## config.mk

```make
export PLATFORM = sky130hd
export DESIGN_NAME = flat_io_sequencer
export DESIGN_NICKNAME = d
export VERILOG_FILES = /design/src/rtl/flat_io_pkg.sv /design/src/rtl/flat_io_sequencer_shifter.sv /design/src/rtl/flat_io_sequencer.sv
export SDC_FILE = /design/constraint.sdc
export NUM_CORES = 1
export LEC_CHECK = 0
export ABC_AREA = 1
export CORE_MARGIN = 10
export CORE_UTILIZATION = 52
export CTS_CLUSTER_DIAMETER = 60
export DETAILED_ROUTE_END_ITERATION = 12
export GPL_TIMING_DRIVEN = 0
export PLACE_DENSITY = 0.85
export SETUP_SLACK_MARGIN = 0.05
export SLEW_MARGIN = 20
export SYNTH_ARGS = -nofsm -noshare
export SYNTH_HDL_FRONTEND = slang
export SYNTH_SLANG_ARGS = --single-unit
export TNS_END_PERCENT = 30
```

## constraint.sdc

```tcl
create_clock -name clk -period 2.5 [get_ports clk]
set_clock_uncertainty 0.05 [all_clocks]
set_input_delay 0.75 -clock clk [delete_from_list [all_inputs] [get_ports clk]]
set_output_delay 0.75 -clock clk [all_outputs]
set_load 0.02 [all_outputs]
```

## src/rtl/flat_io_pkg.sv

```systemverilog
`default_nettype none
// +----------------------------------------------------------------------+
// | Module  : flat_io_pkg                                                |
// | Purpose : Shared types and helpers for the flat I/O sequencer:       |
// |           sequencer state encoding and chunk-count arithmetic.       |
// | Ports   : none (package)                                             |
// | Rev     : 1.0  initial release                                       |
// +----------------------------------------------------------------------+
package flat_io_pkg;

   // Sequencer phases; LOAD is the reset state.
   typedef enum logic [1:0] {
      LOAD   = 2'd0,
      SETTLE = 2'd1,
      SEND   = 2'd2
   } flat_io_state_t;

   // Integer ceiling division, used to size the chunked registers.
   function automatic int ceil_div(input int a, input int b);
      return (a + b - 1) / b;
   endfunction

   // Bits needed to hold values 0..n-1, never less than one.
   function automatic int cnt_width(input int n);
      return (n > 1) ? $clog2(n) : 1;
   endfunction

endpackage
`default_nettype wire

```

## src/rtl/flat_io_sequencer_shifter.sv

```systemverilog
`default_nettype none
// +----------------------------------------------------------------------+
// | Module  : flat_chunk_shifter                                         |
// | Purpose : MSB-first chunk shift register with parallel load and a    |
// |           chunk counter that wraps after the final chunk.            |
// | Ports   : clk, rst_n          clock / async active-low reset         |
// |           load_i, load_data_i parallel load (clears the count)       |
// |           shift_i, shift_data_i shift one chunk in at the bottom     |
// |           clr_i               clear the chunk count                  |
// |           shifted_o           register value after a shift          |
// |           top_chunk_o         most significant chunk                 |
// |           last_o              count points at the final chunk        |
// | Rev     : 1.0  initial release                                       |
// +----------------------------------------------------------------------+
module flat_chunk_shifter
   import flat_io_pkg::*;
#(
   parameter int CHUNK_W  = 8,
   parameter int N_CHUNKS = 1
) (
   input  logic                          clk,
   input  logic                          rst_n,
   input  logic                          load_i,
   input  logic [N_CHUNKS*CHUNK_W-1:0]   load_data_i,
   input  logic                          shift_i,
   input  logic [CHUNK_W-1:0]            shift_data_i,
   input  logic                          clr_i,
   output logic [N_CHUNKS*CHUNK_W-1:0]   shifted_o,
   output logic [CHUNK_W-1:0]            top_chunk_o,
   output logic                          last_o
);

   localparam int W     = N_CHUNKS * CHUNK_W;
   localparam int CNT_W = cnt_width(N_CHUNKS);

   logic [W-1:0]         data_q;
   logic [CNT_W-1:0]     cnt_q;
   logic [CNT_W-1:0]     cnt_d;
   logic [W+CHUNK_W-1:0] w_cat;

   // Appending the new chunk and keeping the low W bits is a left shift
   // that also works when the register is a single chunk wide.
   assign w_cat       = {data_q, shift_data_i};
   assign shifted_o   = w_cat[W-1:0];
   assign top_chunk_o = data_q[W-1 -: CHUNK_W];
   assign last_o      = (cnt_q == CNT_W'(N_CHUNKS - 1));

   always_comb begin
      cnt_d = cnt_q;
      if (load_i || clr_i) begin
         cnt_d = '0;
      end else if (shift_i) begin
         cnt_d = last_o ? '0 : cnt_q + CNT_W'(1);
      end
   end

   always_ff @(posedge clk or negedge rst_n) begin
      if (!rst_n) begin
         data_q <= '0;
         cnt_q  <= '0;
      end else begin
         cnt_q <= cnt_d;
         if (load_i) begin
            data_q <= load_data_i;
         end else if (shift_i) begin
            data_q <= shifted_o;
         end
      end
   end

endmodule
`default_nettype wire

```

## src/rtl/flat_io_sequencer.sv

```systemverilog
`default_nettype none
// +----------------------------------------------------------------------+
// | Module  : flat_io_sequencer                                          |
// | Purpose : Assembles a wide flattened DUT input from a chunk stream,  |
// |           waits a programmable settle time, captures the flattened   |
// |           DUT output and streams it back out MSB chunk first.        |
// | Ports   : clk, rst_n                  clock / async active-low reset |
// |           s_valid/s_ready/s_data/s_last  input chunk stream          |
// |           m_valid/m_ready/m_data/m_last  output chunk stream         |
// |           dut_in   registered flattened DUT input                    |
// |           dut_out  flattened DUT output                              |
// |           err      sticky framing error                              |
// |           frame_cnt completed frames (wraps)                         |
// | Rev     : 1.0  initial release                                       |
// +----------------------------------------------------------------------+
module flat_io_sequencer
   import flat_io_pkg::*;
#(
   parameter int IN_W    = 27,
   parameter int OUT_W   = 8,
   parameter int CHUNK_W = 8,
   parameter int DUT_LAT = 0
) (
   input  logic               clk,
   input  logic               rst_n,
   input  logic               s_valid,
   output logic               s_ready,
   input  logic [CHUNK_W-1:0] s_data,
   input  logic               s_last,
   output logic               m_valid,
   input  logic               m_ready,
   output logic [CHUNK_W-1:0] m_data,
   output logic               m_last,
   output logic [IN_W-1:0]    dut_in,
   input  logic [OUT_W-1:0]   dut_out,
   output logic               err,
   output logic [15:0]        frame_cnt
);

   localparam int IN_CHUNKS  = ceil_div(IN_W, CHUNK_W);
   localparam int OUT_CHUNKS = ceil_div(OUT_W, CHUNK_W);
   localparam int IN_PAD_W   = IN_CHUNKS * CHUNK_W;
   localparam int OUT_PAD_W  = OUT_CHUNKS * CHUNK_W;
   localparam int SET_W      = cnt_width(DUT_LAT + 1);

   flat_io_state_t      state_q, state_d;
   logic [SET_W-1:0]    settle_q, settle_d;
   logic [IN_W-1:0]     dut_in_q, dut_in_d;
   logic                err_q, err_d;
   logic [15:0]         frame_cnt_q, frame_cnt_d;

   logic                 w_in_xfer, w_in_last, w_in_final, w_abort;
   logic                 w_capture, w_out_xfer, w_out_last, w_out_final;
   logic [IN_PAD_W-1:0]  w_in_shifted;
   logic [CHUNK_W-1:0]   w_in_top;
   logic [OUT_PAD_W-1:0] w_out_shifted;
   logic [CHUNK_W-1:0]   w_out_top;
   logic [OUT_PAD_W-1:0] w_out_ext;
   logic                 w_unused;

   assign w_in_xfer   = s_valid && (state_q == LOAD);
   assign w_in_final  = w_in_xfer && w_in_last;
   // An early s_last throws away the partial frame; the count restarts.
   assign w_abort     = w_in_xfer && s_last && !w_in_last;
   assign w_capture   = (state_q == SETTLE) && (settle_q == '0);
   assign w_out_xfer  = (state_q == SEND) && m_ready;
   assign w_out_final = w_out_xfer && w_out_last;
   assign w_out_ext   = OUT_PAD_W'(dut_out);

   // Pad bits above IN_W and the non-shifting views of the shifters are
   // intentionally unused.
   assign w_unused = ^{w_in_shifted, w_in_top, w_out_shifted};

   flat_chunk_shifter #(
      .CHUNK_W  (CHUNK_W),
      .N_CHUNKS (IN_CHUNKS)
   ) u_in_shifter (
      .clk          (clk),
      .rst_n        (rst_n),
      .load_i       (1'b0),
      .load_data_i  ('0),
      .shift_i      (w_in_xfer),
      .shift_data_i (s_data),
      .clr_i        (w_abort),
      .shifted_o    (w_in_shifted),
      .top_chunk_o  (w_in_top),
      .last_o       (w_in_last)
   );

   flat_chunk_shifter #(
      .CHUNK_W  (CHUNK_W),
      .N_CHUNKS (OUT_CHUNKS)
   ) u_out_shifter (
      .clk          (clk),
      .rst_n        (rst_n),
      .load_i       (w_capture),
      .load_data_i  (w_out_ext),
      .shift_i      (w_out_xfer),
      .shift_data_i ('0),
      .clr_i        (1'b0),
      .shifted_o    (w_out_shifted),
      .top_chunk_o  (w_out_top),
      .last_o       (w_out_last)
   );

   // State register and datapath registers.
   always_ff @(posedge clk or negedge rst_n) begin
      if (!rst_n) begin
         state_q     <= LOAD;
         settle_q    <= '0;
         dut_in_q    <= '0;
         err_q       <= 1'b0;
         frame_cnt_q <= '0;
      end else begin
         state_q     <= state_d;
         settle_q    <= settle_d;
         dut_in_q    <= dut_in_d;
         err_q       <= err_d;
         frame_cnt_q <= frame_cnt_d;
      end
   end

   // Next-state and datapath next values.
   always_comb begin
      state_d     = state_q;
      settle_d    = settle_q;
      dut_in_d    = dut_in_q;
      err_d       = err_q;
      frame_cnt_d = frame_cnt_q;
      case (state_q)
         LOAD: begin
            if (w_in_final) begin
               // Includes the chunk arriving on this edge.
               dut_in_d = w_in_shifted[IN_W-1:0];
               settle_d = SET_W'(DUT_LAT);
               state_d  = SETTLE;
               if (!s_last) begin
                  err_d = 1'b1;
               end
            end else if (w_abort) begin
               err_d = 1'b1;
            end
         end
         SETTLE: begin
            if (settle_q == '0) begin
               state_d = SEND;
            end else begin
               settle_d = settle_q - SET_W'(1);
            end
         end
         SEND: begin
            if (w_out_final) begin
               frame_cnt_d = frame_cnt_q + 16'd1;
               state_d     = LOAD;
            end
         end
         default: begin
            state_d = LOAD;
         end
      endcase
   end

   // Outputs decoded from state.
   always_comb begin
      s_ready = (state_q == LOAD);
      m_valid = (state_q == SEND);
      m_data  = (state_q == SEND) ? w_out_top : '0;
      m_last  = (state_q == SEND) && w_out_last;
   end

   assign dut_in    = dut_in_q;
   assign err       = err_q;
   assign frame_cnt = frame_cnt_q;

endmodule
`default_nettype wire
```

# Yosys cells after proc, flatten, opt, wreduce, memory -nomap -nowiden
# Index checks and enable logic that the tools add are counted.
[totals]
ff_bits = 77
latchBits = 0
ramBits = 0
romBits = 0
out_inout_bits = 55
elab_cells = 60
memories = 0
[op_classes]
n_addsub = 4
mul = 0
n_div = 0
order_cmp = 0
n_eq_ne = 7
shift = 0
n_mux = 19
n_bitwise = 2
reduce_logical = 19
[ops]
columns = ["operator", "n"]
rows = [
  ["$mux W8", 3],
  ["$add A16 B1 Y16 const B", 1],
  ["$mux W2", 6],
  ["$logic_and A1 B1 Y1", 8],
  ["$mux W1", 8],
  ["$reduce_bool A2 Y1", 4],
  ["$pmux W2 S3", 1],
  ["$reduce_and A2 Y1", 3],
  ["$reduce_and A3 Y1", 2],
  ["$eq A2 B2 Y1 const B", 2],
  ["$ne A2 B1 Y1 const B", 2],
  ["$ne A2 B2 Y1 const B", 2],
  ["$add A2 B1 Y2 const B", 1],
  ["$eq A2 B1 Y1 const B", 1],
  ["$logic_not A2 Y1", 1],
  ["$not A1 Y1", 2],
  ["$pmux W1 S2", 1],
  ["$add A1 B1 Y1 const B", 1],
  ["$logic_not A1 Y1", 1],
  ["$sub A1 B1 Y1 const B", 1],
]

# Longest topological paths before layout
# Gate-level depths: netlist of run 1.
[logic_depth]
ltp_word = 6
mapped_depth = 8
depth_no_buf = 8

# Hierarchy
# Synthesis of run 1 repeated with hierarchy kept, for this count alone.
[unflattened]
hier_cells = 507
hier_area_um2 = 4237.8
[modules_own_cells]
columns = ["mod", "n_inst", "cells_per_inst", "area_per_inst_um2", "seq_area_each_um2"]
rows = [
  ["flat_io_sequencer", 1, 256, 2130.8, 1151.1],
  ["flat_chunk_shifter at u_in_shifter", 1, 197, 1661.6, 850.8],
  ["flat_chunk_shifter at u_out_shifter", 1, 54, 445.4, 200.2],
]

# Least setup slack after synthesis of run 1
# No wires, ideal clock.
[synth_path]
path_type = "flip-flop to output port"
from = "register state_q[1]"
to = "output port m_data[0]"
arrival_ps = 1537
required_ps = 1700
slack_ps = 163
stages_incl_launch_ff = 5
n_path_buf = 0
cell_sequence = "dfrtp_1 > inv_2 > nor2_1 > clkinv_1 > nor2_1"
[synth_between]
elab_chain_len = 2
[synth_rtl]
columns = ["element", "line_no", "text"]
rows = [
  ["start, declared", "flat_io_sequencer.sv:46", "flat_io_state_t state_q, state_d;"],
  ["start signal, assigned", "flat_io_sequencer.sv:115", "state_q <= state_d;"],
  ["$eq A2 B2 Y1", "flat_io_sequencer.sv:167", "m_data = (state_q == SEND) ? w_out_top : '0;"],
  ["$mux W8", "flat_io_sequencer.sv:167", ""],
  ["end, declared", "flat_io_sequencer.sv:32", "output logic [CHUNK_W-1:0] m_data,"],
]
# Every way passes these cells.

# Worst setup path in the final report of run 1
# Same ends and word-level chain as after synthesis.

==> impl_metrics.json, run 1 <==
{
  "outcome": "completed",
  "cts_setup_buffers": 0,
  "clkSinkCount": 75,
  "fin_util": 0.736,
  "gp_congestion": 0.744,
  "viasPerCell": 5.02,
  "wire_per_inst_um": 14.9,
  "setup_viol": 0,
  "post_dp_cell_area_sq_mm": 0.00390,
  "regArea_sq_mm": 0.00188,
  "netlist_instances": 329,
  "nets": 439,
  "swShare": 0.371,
  "syn_area_sq_mm": 0.00304,
  "finalHoldViolCount": 0,
  "p_int_uw": 2790,
  "ys_ff_latch": 75,
  "fillers": 410,
  "clock_power_share": 0.206,
  "post-place-ws_ps": -172,
  "fmax_ghz": 0.422,
  "cts_root_buf": "clkbuf_8",
  "p_sw_uw": 1650,
  "synth_area_per_cell_sq_um": 9.23,
  "final_area_sq_mm": 0.00410,
  "power.density_mw_per_mm2": 1080,
  "ioPinCount": 76,
  "r2r-end": "dut_in[3]$_DFFE_PN0P_",
  "crit_required_ps": 1700,
  "p_leak_uw": 0.00196,
  "finalWorstSetupSlack_ps": 130,
  "ys_seq_area_frac": 0.618,
  "ir_drop_uv": 839,
  "regToRegSetupSlack_ps": 740,
  "die_y_um": 96.4,
  "clock_latency_ps": 340,
  "period_share": 0.948,
  "clock_path_buffers": 2,
  "die_area_sq_mm": 0.00930,
  "clk_pin_slew_ps": 80,
  "grt_pass1_wl_um": 12200,
  "drtIter0Drc": 71,
  "overflow": 0,
  "cp_max_fo": 10,
  "core-area_sq_mm": 0.00557,
  "die_w_um": 96.4,
  "rr_startpoint": "state_q[1]$_DFFE_PN0P_",
  "drt_pre_antenna_iters": 4,
  "seqPwrFrac": 0.422,
  "syn-num-nets": 352,
  "multi_input_area_sq_um": 973,
  "synth_cell_types": 25,
  "crit_arrival_ps": 1570,
  "grt_max_degree": 47,
  "start_util": 0.545,
  "h-tree-depth": 3,
  "wl_um": 7370,
  "drc": 0,
  "cts_buffers": 9,
  "row_count": 27,
  "drv_slew": 0,
  "rsz0062_at_grt": "yes",
  "cts_hold_buf": 0,
  "dp_hpwl_um": 5250,
  "ys_warn_count": 0,
  "worstSetupStartpointType": "register",
  "ant_nets": 0,
  "syn_to_final_growth_pct": 35.0,
  "crit_type": "reg2out",
  "fin_hold_ws_ps": 286,
  "tightest_slew_ps": 527,
  "fin_setup_tns_ps": 0,
  "worstSetupEndpoint": "m_data[0]",
  "crit_path_end_kind": "primary output",
  "antenna_found_initial": 0,
  "cts_tree": "done",
  "max_slew_margin": 0.648,
  "max-cap-violations": 0,
  "antenna_cells": 0,
  "grt_pass1_vias": 2547,
  "vias": 2473,
  "grt.total_usage": 0.167,
  "layout_min_cycle_time_ps": 2370,
  "drive_gt1_frac": 0.0950,
  "reg2reg_depth": 6,
  "worstHoldPathType": "in2async",
  "portBuffers": 75,
  "critPathLaunch": "state_q[1]$_DFFE_PN0P_",
  "pwr-share-comb": 0.372
}
layer usage:
layer  GRT usage  vias to the layer above  wire (um)
met2       0.273                       76       3670
met5           0                        -          0
met4      0.0666                        0         77
li1            -                     1199          -
met3      0.0547                        7        610
met1       0.200                     1191       3010
flip-flops by register name, indices dropped and copies added (netlist names):
signal / count
u_out_shifter.top_chunk_o: 8
state_q: 2
u_in_shifter.data_q: 19
u_in_shifter.cnt_q: 2
frame_cnt: 16
dut_in: 27
err: 1
critical path, stage by stage, from the launching register on:
cell             delay, ps
dfrtp_2                440
inv_2                  120
nor2_2                 200
inv_4                   90
nor2_1                 120
clkdlybuf4s15_2        280
how the worst min path moves through the flow:
| stage | startpoint | endpoint | slack (ps) |
|---|---|---|---|
| final | rst_n | u_in_shifter.data_q[5]$_DFFE_PN0P_ | 290 |
| after global routing | rst_n | dut_in[10]$_DFFE_PN0P_ | 300 |
| after CTS | rst_n | dut_in[10]$_DFFE_PN0P_ | 290 |
| after detailed placement | u_in_shifter.data_q[13]$_DFFE_PN0P_ | dut_in[21]$_DFFE_PN0P_ | 410 |
| after global placement | u_in_shifter.data_q[14]$_DFFE_PN0P_ | dut_in[22]$_DFFE_PN0P_ | 400 |
| after floorplan | u_in_shifter.data_q[11]$_DFFE_PN0P_ | dut_in[19]$_DFFE_PN0P_ | 390 |
area by class of cell:
type / count / share of cell area
Buffer: 10 / 0.0134
Clock buffer: 10 / 0.0311
Clock inverter: 6 / 0.0159
Inverter: 36 / 0.0336
Multi-Input combinational cell: 208 / 0.237
Sequential cell: 75 / 0.458
Tap cell: 72 / 0.0220
Timing Repair Buffer: 76 / 0.189
per-stage QoR:
stage | power [uW] | instances
after global placement | 3480 | 476
after CTS | 4470 | 493
after detailed placement | 3550 | 477
after floorplan | 2740 | 329
after global routing | 4720 | 493
final | 4440 | 493
cell families after synthesis:
kind of cell,share of synthesized area
and+or+nand+nor,0.202
AOI/OAI and AO/OA,0.0774
DFF,0.618
xor gates and xnor gates,0.0317
adders and majority gates,0.00824
buffers and inverters,0.0626
cells in the mapped netlist:
master    count  area (sq um)
inv_2         3          11.3
buf_6         1          11.3
nand2_1     106           398
clkinv_1      1          3.75
clkbuf_1      5          18.8
nand4_1       2          12.5
buf_2         2          10.0
o21ai_0      41           205
dfrtp_1      75          1880
xor2_1        7          61.3
inv_1        32           120
nand3b_1      1          7.51
o211ai_1      1          7.51
o21bai_1      1          7.51
ha_1          2          25.0
xnor2_1       4          35.0
nand3_2       1          10.0
buf_4         2          15.0
nand3_1      13          65.1
o31ai_1       1          7.51
nor3b_4       1          18.8
nor2_1       23          86.3
o21a_1        1          7.51
nor3_1        2          10.0
nand2_2       1          6.26
cells in the final DEF (no fill, tap or decap), types with 2 or more instances in the layout:
cell	instances
buf_4	4
xor2_1	7
nor2_1	22
ha_1	2
inv_1	32
dfrtp_1	74
buf_2	2
clkinv_2	2
clkbuf_1	6
nand3_1	13
o21ai_0	41
xnor2_1	4
inv_2	3
nor3_1	2
nand4_1	2
nand2_1	106
dlygate4sd2_1	2
clkbuf_8	9
clkdlybuf4s50_1	63
clkdlybuf4s15_2	7
power by group through the flow:
stage / Combinational, uW / Sequential [uW] / Clock, uW
after global placement: 1620 / 1860 / 0
after CTS: 1680 / 1870 / 926
after detailed placement: 1670 / 1880 / 0
final: 1650 / 1870 / 915
after floorplan: 636 / 2110 / 0
after global routing: 1820 / 1920 / 985
repair_timing:
item                                   CTS  global route
endpoints found under the hold margin    0             0
setup endpoints to repair               11             9
gates resized for setup                 29             2
Note: power is estimated with default switching activity, not from simulation.
==> run 2, diff against run 1 <==
CTS_CLUSTER_DIAMETER = 100   (was 60)
==> results of run 2 <==
The final DEF is identical to that of run 1; final timing and power are the same.
==> run 3, diff against run 2 <==
--- a/config.mk
+++ b/config.mk
@@ -8,13 +8,14 @@
 export ABC_AREA = 1
 export CORE_MARGIN = 10
-export CORE_UTILIZATION = 52
+export CORE_UTILIZATION = 57
 export CTS_CLUSTER_DIAMETER = 100
 export DETAILED_ROUTE_END_ITERATION = 12
 export GPL_TIMING_DRIVEN = 0
-export PLACE_DENSITY = 0.85
+export PLACE_DENSITY = 0.87
 export SETUP_SLACK_MARGIN = 0.05
 export SLEW_MARGIN = 20
 export SYNTH_ARGS = -nofsm -noshare
 export SYNTH_HDL_FRONTEND = slang
+export SYNTH_HIERARCHICAL = 1
 export SYNTH_SLANG_ARGS = --single-unit
 export TNS_END_PERCENT = 30
--- a/constraint.sdc
+++ b/constraint.sdc
@@ -3,3 +3,3 @@
 set_input_delay 0.75 -clock clk [delete_from_list [all_inputs] [get_ports clk]]
 set_output_delay 0.75 -clock clk [all_outputs]
-set_load 0.02 [all_outputs]
+set_load 0.05 [all_outputs]
==> impl_metrics.json, run 3 <==
{
  "h-tree-depth": 3,
  "clock_power_share": 0.215,
  "post-place-ws_ps": -136,
  "fin_hold_ws_ps": 304,
  "worstSetupStartpointType": "register",
  "fmax_ghz": 0.411,
  "wire_per_inst_um": 13.9,
  "mostFrequentLayoutCells": "nand2_1 (172), dfrtp_1 (75), clkdlybuf4s50_1 (62), nand3_1 (61), conb_1 (29)",
  "drv_slew": 0,
  "cts_setup_buffers": 0,
  "cts_buffers": 9,
  "clk_pin_slew_ps": 70,
  "final_common_cell": "nand2_1",
  "p_sw_uw": 1620,
  "clkSinkCount": 75,
  "vias": 3102,
  "rsz0062_at_grt": "yes",
  "start_util": 0.597,
  "overflow": 0,
  "wl_um": 8690,
  "gp_congestion": 0.852,
  "grt_pass1_vias": 3197,
  "p_leak_uw": 0.00238,
  "crit_type": "reg2out",
  "crit_path_end_kind": "primary output",
  "tightest_slew_ps": 548,
  "regToRegSetupSlack_ps": 990,
  "finalHoldViolCount": 0,
  "row_count": 28,
  "largest_register_ffs": 27,
  "max-cap-violations": 0,
  "cp_slowest_stage_delay_ps": 870,
  "synth_area_per_cell_sq_um": 8.35,
  "swShare": 0.403,
  "period_share": 0.974,
  "ir_drop_uv": 657,
  "clock_path_buffers": 2,
  "outcome": "completed",
  "layout_min_cycle_time_ps": 2430,
  "cp_max_fo": 4,
  "worstHoldPathType": "in2async",
  "max_slew_margin": 0.634,
  "portBuffers": 75,
  "pwr-share-comb": 0.375,
  "drc": 0,
  "clock_latency_ps": 340,
  "fin_setup_tns_ps": 0,
  "grt_max_degree": 41,
  "ys_warn_count": 6,
  "cts_hold_buf": 0,
  "critPathBufInv": 1,
  "drtIter0Drc": 140,
  "critPathLaunch": "frame_cnt[10]$_DFFE_PN0P_",
  "dp_hpwl_um": 6530,
  "antenna_cells": 0,
  "p_int_uw": 2410,
  "grt_pass1_wl_um": 14900,
  "drive_gt1_frac": 0.126,
  "core-area_sq_mm": 0.00603,
  "syn_area_sq_mm": 0.00360,
  "antenna_found_initial": 0,
  "die_w_um": 99.5,
  "fin_util": 0.779,
  "netlist_instances": 431,
  "critical-path-top-delay-family": "buffers and inverters",
  "cts_root_buf": "clkbuf_8",
  "critPathSlowestCell": "clkdlybuf4s50_1",
  "power.density_mw_per_mm2": 859,
  "drt_pre_antenna_iters": 5,
  "ioPinCount": 76,
  "ant_nets": 0,
  "setup_viol": 0,
  "crit_required_ps": 1700,
  "finalWorstSetupSlack_ps": 66.2,
  "totalPowerFinal_uw": 4030,
  "nets": 568,
  "crit_arrival_ps": 1630,
  "seqPwrFrac": 0.410,
  "rr_startpoint": "state_q[1]$_DFFE_PN0P_",
  "crit_chain": "clkdlybuf4s50_1",
  "syn_to_final_growth_pct": 30.4,
  "cts_tree": "done",
  "die_y_um": 99.5,
  "grt.total_usage": 0.181,
  "viasPerCell": 4.97,
  "die_area_sq_mm": 0.00989
}
[run 3: final timing paths]
check,cells after the start,end
worst min register to register,2,dut_in[19]$_DFFE_PN0P_
worst min-delay path,1,frame_cnt[8]$_DFFE_PN0P_
worst max-delay path,1,frame_cnt[10]
worst max register to register,7,u_out_shifter/top_chunk_o[6]$_DFFE_PN0P_
min in group clk,2,dut_in[19]$_DFFE_PN0P_
max in group asynchronous,2,u_in_shifter/data_q[14]$_DFFE_PN0P_
[run 3: power groups by stage]
stage               Sequential (uW)  Clock (uW)  Combinational [uW]
floorplan                      2110           0                 555
detailed placement             1670           0                1550
finish                         1650         866                1510
global placement               1650           0                1510
CTS                            1650         888                1530
global route                   1690         940                1630
[run 3: layer usage]
metal,vias to the layer above,track usage,part of all wire
li1,1527,-,-
met1,1451,0.215,0.41
met2,109,0.300,0.50
met3,15,0.0595,0.075
met4,0,0.0662,0.017
met5,-,0,0
[run 3: area by class of cell]
type	count	area (sq um)
Sequential cell	75	1880
Multi-Input combinational cell	324	1480
Fill cell	459	1330
Timing Repair Buffer	76	722
Buffer	28	226
Clock buffer	12	135
Inverter	31	119
Tap cell	75	93.8
Clock inverter	3	40.0
[run 3: repair_timing]
action | 4_1_cts | 5_1_grt
endpoints found under the setup margin | 12 | 16
resized for setup | 45 | 7
cloned | 0 | 0
[run 3: metrics by stage]
step,std cells,area (sq um)
3_5_place_dp,609,4560
6_report,624,4690
5_1_grt,624,4690
4_1_cts,624,4700
2_1_floorplan,458,3700
3_3_place_gp,608,4540
